--- config.mk ---
export PLATFORM = sky130hd
export DESIGN_NAME = adc_input_write_bank
export DESIGN_NICKNAME = d
export VERILOG_FILES = /design/src/rtl/adc_input_write_bank.sv
export SDC_FILE = /design/constraint.sdc
export NUM_CORES = 1
export LEC_CHECK = 0
export BUFFER_PORTS_ARGS = -buffer_cell sky130_fd_sc_hd__buf_2
export CAP_MARGIN = 10
export CORE_MARGIN = 3
export CORE_UTILIZATION = 55
export CTS_BUF_LIST = sky130_fd_sc_hd__clkbuf_16
export DETAILED_ROUTE_END_ITERATION = 10
export HOLD_SLACK_MARGIN = 0.15
export PLACE_DENSITY_LB_ADDON = 0.3
export SLEW_MARGIN = 0
export SYNTH_ARGS = -nofsm -noshare
export SYNTH_HDL_FRONTEND = slang
export SYNTH_SLANG_ARGS = --single-unit
--- constraint.sdc ---
create_clock -name ACLK -period 2.39 [get_ports ACLK]
set_input_delay 0.478 -clock ACLK [delete_from_list [all_inputs] [get_ports ACLK]]
set_output_delay 0.478 -clock ACLK [all_outputs]
set_load 0.02 [all_outputs]
--- src/rtl/adc_input_write_bank.sv ---
// AXI4-Lite write-only register bank: NUM_REGS 32-bit registers with byte strobes,
// per-register write strobes and optional self-clearing (pulse) registers.
module adc_input_write_bank #(
    parameter int                     NUM_REGS   = 8,
    parameter int                     ADDR_W     = 8,
    parameter logic [NUM_REGS*32-1:0] RESET_VAL  = '0,
    parameter logic [NUM_REGS-1:0]    PULSE_MASK = NUM_REGS'(1)
) (
    input  logic                     ACLK,
    input  logic                     ARESETN,
    input  logic [31:0]              AWADDR,
    input  logic                     AWVALID,
    output logic                     AWREADY,
    input  logic [31:0]              WDATA,
    input  logic [3:0]               WSTRB,
    input  logic                     WVALID,
    output logic                     WREADY,
    output logic [1:0]               BRESP,
    output logic                     BVALID,
    input  logic                     BREADY,
    output logic [NUM_REGS*32-1:0]   regs,
    output logic [NUM_REGS-1:0]      wr_stb
);

    localparam int         IDX_W       = ADDR_W - 2;
    localparam logic [1:0] RESP_OKAY   = 2'b00;
    localparam logic [1:0] RESP_SLVERR = 2'b10;

    typedef enum logic [1:0] {
        IDLE,
        WRITE,
        RESP
    } state_t;

    state_t             state_q, state_d;
    logic               aw_held, w_held;
    logic [IDX_W-1:0]   idx_q;
    logic [31:0]        data_q;
    logic [3:0]         strb_q;
    logic [1:0]         bresp_q;
    logic               aw_hs, w_hs, b_hs, idx_valid;
    logic               unused_addr_bits;

    // Only AWADDR[ADDR_W-1:2] selects a register; the rest is deliberately ignored.
    assign unused_addr_bits = ^AWADDR;

    // Handshake outputs come from state decode and flops only, never from inputs.
    assign AWREADY = (state_q == IDLE) && !aw_held;
    assign WREADY  = (state_q == IDLE) && !w_held;
    assign BVALID  = (state_q == RESP);
    assign BRESP   = bresp_q;

    assign aw_hs     = AWVALID && AWREADY;
    assign w_hs      = WVALID && WREADY;
    assign b_hs      = BVALID && BREADY;
    assign idx_valid = 32'(idx_q) < 32'(NUM_REGS);

    // NOTE: sequential state uses non-blocking assignments so every flop samples pre-edge values.
    always_ff @(posedge ACLK) begin
        if (!ARESETN) state_q <= IDLE;
        else          state_q <= state_d;
    end

    // NOTE: state_d gets a default before the case so no path can infer a latch.
    always_comb begin
        state_d = state_q;
        case (state_q)
            IDLE:    if ((aw_held || aw_hs) && (w_held || w_hs)) state_d = WRITE;
            WRITE:   state_d = RESP;
            RESP:    if (BREADY) state_d = IDLE;
            default: state_d = IDLE;
        endcase
    end

    always_ff @(posedge ACLK) begin
        if (!ARESETN) begin
            aw_held <= 1'b0;
            w_held  <= 1'b0;
            idx_q   <= '0;
            data_q  <= '0;
            strb_q  <= '0;
        end else begin
            if (aw_hs) begin
                aw_held <= 1'b1;
                idx_q   <= AWADDR[ADDR_W-1:2];
            end
            if (w_hs) begin
                w_held <= 1'b1;
                data_q <= WDATA;
                strb_q <= WSTRB;
            end
            if (b_hs) begin
                aw_held <= 1'b0;
                w_held  <= 1'b0;
            end
        end
    end

    // NOTE: the register array is reset on purpose; each entry is a control register
    // whose power-up value the datapath relies on, not storage that may start undefined.
    always_ff @(posedge ACLK) begin
        if (!ARESETN) begin
            regs    <= RESET_VAL;
            wr_stb  <= '0;
            bresp_q <= RESP_OKAY;
        end else begin
            wr_stb <= '0;
            for (int i = 0; i < NUM_REGS; i++) begin
                // Pulse registers fall back every cycle; a write below overrides the fallback.
                if (PULSE_MASK[i]) regs[32*i +: 32] <= RESET_VAL[32*i +: 32];
                if (state_q == WRITE && idx_q == IDX_W'(i)) begin
                    for (int b = 0; b < 4; b++) begin
                        if (strb_q[b]) regs[32*i + 8*b +: 8] <= data_q[8*b +: 8];
                    end
                    wr_stb[i] <= 1'b1;
                end
            end
            if (state_q == WRITE) bresp_q <= idx_valid ? RESP_OKAY : RESP_SLVERR;
        end
    end

endmodule

==> results.cfg <==
[power]
irDropWorstVdd_mv = 0.5447
power_density_mw_per_mm2 = 775.3
leakage_nw = 7.592

[sta]
clock_skew_ns = 0.01787
tightest_slew_ns = 0.7110
relSlewSlack = 0.5240
tns_ns = 0
setup_viol = 0
fin_crit_sh = 0.9102
hold_viol = 0
rsz0062_at_grt = no
fin_crit_ns = 2.175
slew_viol_final = 0
final.setup.worst_slack_ns = 0.2146
clock.fmax_mhz = 459.7

[yosys]
synth.cell_area_mm2 = 0.01132
syn_inst = 1075
ys_seq_elements = 311
ys_types = 35
yosysTopAreaCell = dfxtp_1
synth_warnings = 0
synth_area_leaders = dfxtp_1 55%, mux2i_1 20%, nand2_1 11%
synth_nets = 1148
synth_top_area_share = 0.5498
synth-seq-area-share = 0.5498
postSynthAreaPerCell_um2 = 10.53

[clock_network]
cts_root_buffer = clkbuf_16
clk_pin_slew_ns = 0.06
clkLatencyLatePin_ns = 0.54
post-cts-setup-buffer-count = 0
cts_tree = yes
cts-buffers-inserted = 30
cts_buffer_depth = 3
cts_max_level = 1
cts_resized = 0
holdBufCountCts = 0
cts.sinks = 311

[route]
drc = 0
drt_iter0_markers = 345
ant_nets = 0
wl_per_cell_um = 17.39
dr.pass1.iters = 4
routed-via-count = 8638
via_per_inst = 5.176
postRouteWirelength_um = 29020

[layout]
layout-drive-gt1-share = 0.3008
syn2layout_area_growth_pct = 25.35
fin_cells = 1669
fin_nets = 1452
final_area_mm2 = 0.01419

[min_path]
whs_endpoint = data_q[11]$_SDFFE_PN0P_
min-delay-start = WDATA[11]
holdPathStages = 3
min_path_type = primary input to flip-flop

[worst_setup_path]
path_buf_inv = 1
critPathMaxStageDelay_ns = 0.67
end_kind = output pin
r2r_start = state_q[0]$_SDFFE_PN0P_
rrSetupSlack_ns = 0.32
cp_data_arrival_time_ns = 1.70
worst_path_max_delay_cell = dfxtp_1
r2r_cells = 3
cp_max_fo = 13
startpoint_type = flip-flop
r2r_end = regs[133]$_SDFFE_PN0P_
required_ns = 1.91
path_class = flip-flop to output pin
crit_family = flip-flops
crit_chain = nor2b_1, buf_2

[global_route]
grt_pass1_vias = 8450
grt_pass1_wl_um = 44930
grt.overflow.total = 0
antenna_found_initial = 3
track_usage = 0.2492
grt_max_degree = 131

[die]
num_rows = 51
io_pins = 342
die_h_um = 149.5
dieArea_mm2 = 0.02235
coreArea_mm2 = 0.01985
initial_utilization = 0.5706
die_x_um = 149.5

[placed_design]
placedCellCount = 1612
place_area_mm2 = 0.01312
gp_congestion = 0.8060
dp_hpwl_um = 19910
post-place-ws_ns = 0.3929
io_buffers = 314

[run]
drv_cap = 0

[outcome]
status = complete, no violations
[logic make-up after synthesis]
| logic type | share of synthesized area |
|---|---|
| AOI/OAI and AO/OA | 0.02674 |
| buffers and inverters | 0.02397 |
| DFF | 0.5498 |
| muxes | 0.2033 |
| other | 0.0003311 |
| and+or+nand+nor | 0.1959 |
[Yosys cell counts]
cell      count
nor2b_1       9
and3_1        4
nand3_2      15
buf_1         1
nand3_1       1
o21ai_0       2
or4b_1        1
a21boi_1     16
nor2_1        7
a21bo_2       1
nor4b_1       1
inv_1         4
dfxtp_1     311
nor4_1        1
nor4b_4       3
a21boi_0     20
nor3_1        3
or4_4         1
nor3b_1       2
and2_1       32
or2_2         1
nor4_4        5
clkbuf_1     40
nand2_1     329
conb_1        1
o21a_1        1
nand3_4      13
a21oi_1       1
mux2i_1     230
buf_2         7
and4b_1       1
and4bb_2      2
buf_6         2
buf_4         6
nand3b_1      1
[worst max-delay path by stage]
stage / startpoint / end / slack, ns / depth (start not counted)
6_report: state_q[1]$_SDFFE_PN0P_ / BVALID / 0.21 / 2
4_1_cts: state_q[1]$_SDFFE_PN0P_ / BVALID / 0.21 / 2
2_1_floorplan: ARESETN / regs[24]$_SDFF_PN0_ / 0.84 / 4
3_5_place_dp: state_q[0]$_SDFFE_PN0P_ / regs[177]$_SDFFE_PN0P_ / 0.39 / 3
3_3_place_gp: state_q[0]$_SDFFE_PN0P_ / regs[146]$_SDFFE_PN0P_ / 0.43 / 3
5_1_grt: state_q[1]$_SDFFE_PN0P_ / BVALID / 0.12 / 2
[cells in the final DEF, fill, tap and decap left out, drive strengths merged, types with 4 or more instances in the layout]
cell	count
mux2i	230
bufinv	7
clkinv	16
clkbuf	32
nor2	7
nor4	6
buf	327
inv	5
nand3	29
nand2	329
nor2b	9
and3	4
dfxtp	311
a21boi	36
nor4b	4
and2	32
[cell type report]
class,instances,area (µm²)
clock inverter,25,300.3
clock buffer,31,775.7
tap,265,331.6
antenna,1,2.502
multi-input combinational,704,4833
timing repair buffer,328,1710
inverter,4,15.01
sequential,311,6226
fill,1475,5650
[power breakdown]
part / total (mW) / switching (mW) / internal [mW]
sequential: 5.33 / 0.0795 / 5.25
clock: 5.10 / 1.99 / 3.11
combinational: 0.580 / 0.398 / 0.182
total: 11.0 / 2.47 / 8.54
[metrics by stage]
| stage | power (mW) | utilization | hold WS [ns] |
|---|---|---|---|
| final | 11.01 | 0.7153 | 0.1805 |
| after global routing | 11.34 | 0.7153 | 0.1779 |
| after CTS | 11.08 | 0.7152 | 0.1606 |
| after detailed placement | 6.024 | 0.6609 | 0.4484 |
| after global placement | 6.012 | 0.6609 | 0.4418 |
| after floorplan | 5.832 | - | 0.4437 |
[registers in the layout, summed over array words and instances (netlist names), 2 cells and up]
signal,cells
strb_q,4
state_q,2
wr_stb,8
regs,256
idx_q,6
data_q,32
[worst min-delay path: stages]
cell and delay, ns:
buf_2 0.10, nand2_1 0.05, a21boi_1 0.05
[routing by layer]
metal | vias to the layer above | share of wire | track usage
met1 | 4101 | 0.42 | 0.3215
met5 | - | 0.00072 | 0
met3 | 67 | 0.073 | 0.05815
met2 | 288 | 0.47 | 0.4122
met4 | 4 | 0.030 | 0.08787
li1 | 4178 | - | -
No activity file was read; power rests on OpenSTA's default activity.
